File: src/rtl/ledpanel_wr_arb.sv
// LED panel video-memory write arbiter: CPU pixel/register bus plus a hardware
// rectangle-free linear fill engine sharing one pixel write port.
module ledpanel_wr_arb #(
    parameter int unsigned SIZE = 1,
    localparam int unsigned PW  = 10 + $clog2(SIZE)
) (
    input  logic          clk,
    input  logic          resetn,
    input  logic          ctrl_wr,
    input  logic          ctrl_rd,
    input  logic [15:0]   ctrl_addr,
    input  logic [31:0]   ctrl_wdat,
    output logic [31:0]   ctrl_rdat,
    output logic          ctrl_done,
    output logic          mem_wr,
    output logic [PW-1:0] mem_addr,
    output logic [23:0]   mem_wdat,
    output logic          fill_irq
);

    localparam logic [15:0] ADDR_COLOR = 16'h4000;
    localparam logic [15:0] ADDR_RANGE = 16'h4004;
    localparam logic [15:0] ADDR_CTRL  = 16'h4008;

    typedef enum logic {
        IDLE = 1'b0,
        FILL = 1'b1
    } state_t;

    state_t        state, state_nxt;

    logic [23:0]   color, color_snap;
    logic [PW-1:0] first, last, last_snap, idx;
    logic          sticky;

    logic          acc_c, wr_c, rd_c;
    logic          pix_sel_c, col_sel_c, rng_sel_c, ctl_sel_c;
    logic          cpu_pix_c, start_c, abort_c, fill_go_c, fill_end_c;
    logic [31:0]   rdat_nxt;
    logic          mem_wr_nxt;
    logic [PW-1:0] mem_addr_nxt;
    logic [23:0]   mem_wdat_nxt;
    logic          unused_c;

    assign unused_c = ^ctrl_wdat;

    // Bus decode; an access takes effect only on its first cycle (done not yet high)
    always_comb begin
        acc_c      = (ctrl_wr | ctrl_rd) & ~ctrl_done;
        wr_c       = acc_c & ctrl_wr;
        rd_c       = acc_c & ~ctrl_wr & ctrl_rd;
        pix_sel_c  = (ctrl_addr[15:14] == 2'b00);
        col_sel_c  = (ctrl_addr == ADDR_COLOR);
        rng_sel_c  = (ctrl_addr == ADDR_RANGE);
        ctl_sel_c  = (ctrl_addr == ADDR_CTRL);
        cpu_pix_c  = wr_c & pix_sel_c;
        abort_c    = wr_c & ctl_sel_c & ctrl_wdat[1];
        start_c    = wr_c & ctl_sel_c & ctrl_wdat[0] & ~ctrl_wdat[1];
        fill_go_c  = (state == FILL) & ~cpu_pix_c & ~abort_c;
        fill_end_c = (state == FILL) & (abort_c | (fill_go_c & (idx == last_snap)));
    end

    // Next-state logic
    always_comb begin
        state_nxt = state;
        case (state)
            IDLE:    if (start_c) state_nxt = FILL;
            FILL:    if (fill_end_c) state_nxt = IDLE;
            default: state_nxt = IDLE;
        endcase
    end

    // Read mux and pixel-port arbitration (CPU write beats fill)
    always_comb begin
        rdat_nxt     = '0;
        mem_wr_nxt   = 1'b0;
        mem_addr_nxt = mem_addr;
        mem_wdat_nxt = mem_wdat;
        if (rd_c) begin
            if (col_sel_c) begin
                rdat_nxt[23:0] = color;
            end else if (rng_sel_c) begin
                rdat_nxt[0 +: PW]  = first;
                rdat_nxt[16 +: PW] = last;
            end else if (ctl_sel_c) begin
                rdat_nxt[0]        = (state == FILL);
                rdat_nxt[1]        = sticky;
                rdat_nxt[16 +: PW] = idx;
            end
        end
        if (cpu_pix_c) begin
            mem_wr_nxt   = 1'b1;
            mem_addr_nxt = PW'(ctrl_addr[15:2]);
            mem_wdat_nxt = ctrl_wdat[23:0];
        end else if (fill_go_c) begin
            mem_wr_nxt   = 1'b1;
            mem_addr_nxt = idx;
            mem_wdat_nxt = color_snap;
        end
    end

    always_ff @(posedge clk or negedge resetn) begin
        if (!resetn) state <= IDLE;
        else         state <= state_nxt;
    end

    always_ff @(posedge clk or negedge resetn) begin
        if (!resetn) begin
            ctrl_done <= 1'b0;
            ctrl_rdat <= '0;
            mem_wr    <= 1'b0;
            mem_addr  <= '0;
            mem_wdat  <= '0;
            fill_irq  <= 1'b0;
        end else begin
            ctrl_done <= acc_c;
            ctrl_rdat <= rdat_nxt;
            mem_wr    <= mem_wr_nxt;
            mem_addr  <= mem_addr_nxt;
            mem_wdat  <= mem_wdat_nxt;
            fill_irq  <= fill_end_c;
        end
    end

    // Register file, fill snapshot and fill index
    always_ff @(posedge clk or negedge resetn) begin
        if (!resetn) begin
            color      <= '0;
            first      <= '0;
            last       <= '0;
            color_snap <= '0;
            last_snap  <= '0;
            idx        <= '0;
            sticky     <= 1'b0;
        end else begin
            if (wr_c && col_sel_c) color <= ctrl_wdat[23:0];
            if (wr_c && rng_sel_c) begin
                first <= ctrl_wdat[0 +: PW];
                last  <= ctrl_wdat[16 +: PW];
            end
            if (state == IDLE && start_c) begin
                idx        <= first;
                color_snap <= color;
                last_snap  <= last;
                sticky     <= 1'b0;
            end else if (fill_go_c) begin
                idx <= idx + PW'(1);
            end
            if (fill_end_c) sticky <= 1'b1;
        end
    end

endmodule

File: config.mk
export PLATFORM = sky130hd
export DESIGN_NAME = ledpanel_wr_arb
export DESIGN_NICKNAME = d
export VERILOG_FILES = /design/src/rtl/ledpanel_wr_arb.sv
export SDC_FILE = /design/constraint.sdc
export NUM_CORES = 1
export LEC_CHECK = 0
export ABC_AREA = 1
export ABC_CLOCK_PERIOD_IN_PS = 1700
export CAP_MARGIN = 5
export CORE_UTILIZATION = 45
export CTS_CLUSTER_DIAMETER = 200
export CTS_CLUSTER_SIZE = 16
export DETAILED_ROUTE_END_ITERATION = 8
export HOLD_SLACK_MARGIN = 0.05
export PLACE_DENSITY = 0.7
export SYNTH_ARGS = -nofsm -noshare
export SYNTH_HDL_FRONTEND = slang
export SYNTH_SLANG_ARGS = --single-unit
File: constraint.sdc
create_clock -name clk -period 1.7 [get_ports clk]
set_input_delay 0.34 -clock clk [delete_from_list [all_inputs] [get_ports clk]]
set_output_delay 0.34 -clock clk [all_outputs]
set_load 0.005 [all_outputs]
==> key figures <==
Power
  – Pwr dens: 881 nW/um2
  – Leak: 0.00470 uW
  – Cell internal pwr: 6420 uW
  – Comb pwr share: 10.6%
  – Sequential Power Share: 45.3%
  – Switching share of power: 24.0%
  – Clock network power share: 44.1%
  – Worst vdd ir: 0.000729 V
  – Switching pwr: 2030 uW
  – Power consumption: 8450 uW

Placed design
  – DP Wirelength: 12,800 um
  – Cell Count Post-Placement: 1,151
  – Port bufs: 108
  – Placed Instance Area: 8830 um2
  – Global placer's final weighted congestion: 0.902

Timing
  – Fin crit share: 98.2%
  – RSZ-0062 raised after global routing: true
  – Final Hold Viols: 0
  – Tmin final: 1.67 ns
  – Setup Skew: 0.00761 ns
  – Final setup vio count: 0
  – TNS Setup: 0 ns
  – Max-slew violations: 0
  – Fmax: 0.599 GHz
  – Min Hold Slack: 0.335 ns

Clocking
  – H-tree levels: 4
  – Root buffer cell: clkbuf_16
  – Clk sinks: 153
  – TritonCTS clock tree: yes
  – Clk_lat worst skew: 0.43 ns
  – Max clock buf depth: 2
  – Worst-path clk slew: 0.06 ns
  – CTS buffer count: 17

Finish
  – # diodes: 0
  – Final net count: 1,044
  – Share of layout cells above drive strength 1: 14.0%
  – Area growth from synthesis to layout: 37.1%
  – Final Instance Area: 9590 um2
  – Fillers: 1,270
  – Multi-input gate area: 2720 um2
  – Non-Filler Instances: 1,190
  – Register area: 3830 um2

Worst setup path
  – Crit-path max cell delay: 0.52 ns
  – Worst Path Arrival: 1.33 ns
  – Worst Path Class, Setup: register to output pin
  – Peak fanout along the critical path: 1
  – CP bufs+invs: 1
  – CP max-delay cell: clkdlybuf4s50_1
  – Startpoint Class: register
  – Endpoint class of the critical path: output pin
  – CP delay by family, top: buffers and inverters
  – Crit-path cells: clkdlybuf4s50_1
  – Reg-to-reg slack, setup: 0.06 ns
  – Worst Path Required: 1.36 ns

Synth
  – Post-synth EDFFs: 0
  – Most used DFF post-synth: dfrtp_1
  – Ys async rst share: 100%
  – Largest area contributor in the netlist: dfrtp_1
  – Top-count cell post-synth: nand2_1
  – Synth top area cells: dfrtp_1 55%, nand2_1 13%, nand3_1 7.6%, o21ai_0 5.4%, inv_1 3.8%
  – Share of the synthesized area in the top cell type: 54.7%
  – Yosys warning count: 0
  – Top cells by count, synth: 248 x nand2_1, 153 x dfrtp_1, 106 x nand3_1
  – Syn avg cell area: 8.42 um2
  – Post-Syn Area: 7000 um2
  – Synthesized instance count: 831
  – Sequential fraction of the synthesis area: 54.7%
  – Cell variety after synth: 34
  – #FFs+latches synth: 153

Status
  – Status: completed

Global routing
  – GRT overflow: 0
  – Vias in the first global route: 6,005
  – First-pass GRT wire length: 31,200 um
  – GRT Overall Usage: 25.3%
  – Largest net degree at the start of global routing: 37
  – Initial antenna violation count: 0

Hold path
  – Min-Delay Path Class: input pin to register

Floorplan
  – Die X: 127 um
  – Core area: 15,200 um2
  – Die footprint: 16,100 um2
  – IO Count: 121
  – Die Y: 127 um
  – Initial Util: 46.0%
  – Row count: 45

Route
  – Vias per inst: 5.17
  – Vias: 6,150
  – Final Routed Wirelength: 19,800 um
  – 1st-pass router iterations: 5
  – DRT antenna net count: 0
  – Routed length per instance: 16.6 um
  – Initial detailed-routing violation count: 503
  – DR DRC count: 0

Run
  – Max Cap Viol: 0
[power by group through the flow]
stage                     registers, uW  logic (uW)  clock network, uW
after floorplan                    3880         340                  0
after global placement             3890         867                  0
after detailed placement           3890         873                  0
after CTS                          3820         881               3780
after global routing               3840         987               3950
final                              3830         893               3730
[state kept, by name (all words and copies together), names as in the netlist]
signal      cells
state           1
mem_wr          1
ctrl_rdat      26
fill_irq        1
color_snap     24
sticky          1
ctrl_done       1
idx            10
mem_addr       10
last_snap      10
first          10
color          24
mem_wdat       24
last           10
[metal layers]
layer / share of wire (%) / wire, um / GRT usage (%) / up-vias
met2: 47 / 9350 / 39.6 / 202
li1: - / - / - / 2967
met5: 0 / 0 / 0 / -
met4: 2.8 / 551 / 9.59 / 0
met3: 5.6 / 1100 / 5.15 / 37
met1: 44 / 8770 / 34.9 / 2944
[cell type report]
| cell class | instances | share of cell area [%] |
|---|---|---|
| clock buffers | 20 | 4.76 |
| clock inverters | 10 | 1.23 |
| inverters | 74 | 2.90 |
| multi-input cells | 560 | 28.3 |
| flip-flops and latches | 153 | 39.9 |
| well taps | 188 | 2.45 |
| repair buffers | 185 | 20.4 |
[layout by cell type, fill, tap and decap left out, drive strengths merged, types with 4 or more instances in the layout]
cell	count
nand2	253
dfrtp	153
nand3	107
o21ai	106
clkdlybuf4s50	103
inv	76
buf	75
nor2	40
clkbuf	22
xnor2	10
o21a	9
xor2	7
conb	6
a21oi	5
clkinv	5
nor3	4
[final timing paths]
kind / from / to / cells after the start
min reg2reg: color_snap[17] / color_snap[17] / 2
max reg2reg: ctrl_done / last[1] / 8
min: ctrl_addr[9] / mem_addr[7] / 5
max: ctrl_rdat[0] / ctrl_rdat[0] / 1
max in group asynchronous: resetn / ctrl_rdat[22] / 3
min in group asynchronous: resetn / mem_addr[9] / 2
[metrics by stage]
stage | setup slack, ns | utilization [%]
6_report | 0.0307 | 63.1
5_1_grt | -0.0488 | 63.1
4_1_cts | 0.0179 | 62.0
3_5_place_dp | -0.460 | 58.1
3_3_place_gp | -0.422 | 58.1
2_1_floorplan | 0.158 | -
[kinds of logic (layout without fill, tap and decap cells)]
family          Yosys count  after routing  share of synthesized area [%]
simple gates            412            413                           25.7
flops                   153            153                           54.7
buf+inv                 124            289                           7.73
compound gates          122            122                           9.33
xor+xnor                 17             17                           2.13
fa+ha+maj                 1              1                          0.179
other cells               1              6                         0.0536
mux                       1              1                          0.161
[what timing repair did]
item	4_1_cts	5_1_grt
buffers inserted	0	3
gates cloned	1	4
resized for setup	4	21
hold buffers	1	0
setup endpoints to repair	5	126
pin swaps	1	7
endpoints found under the hold margin	30	0
(Power assumes the default switching activity.)
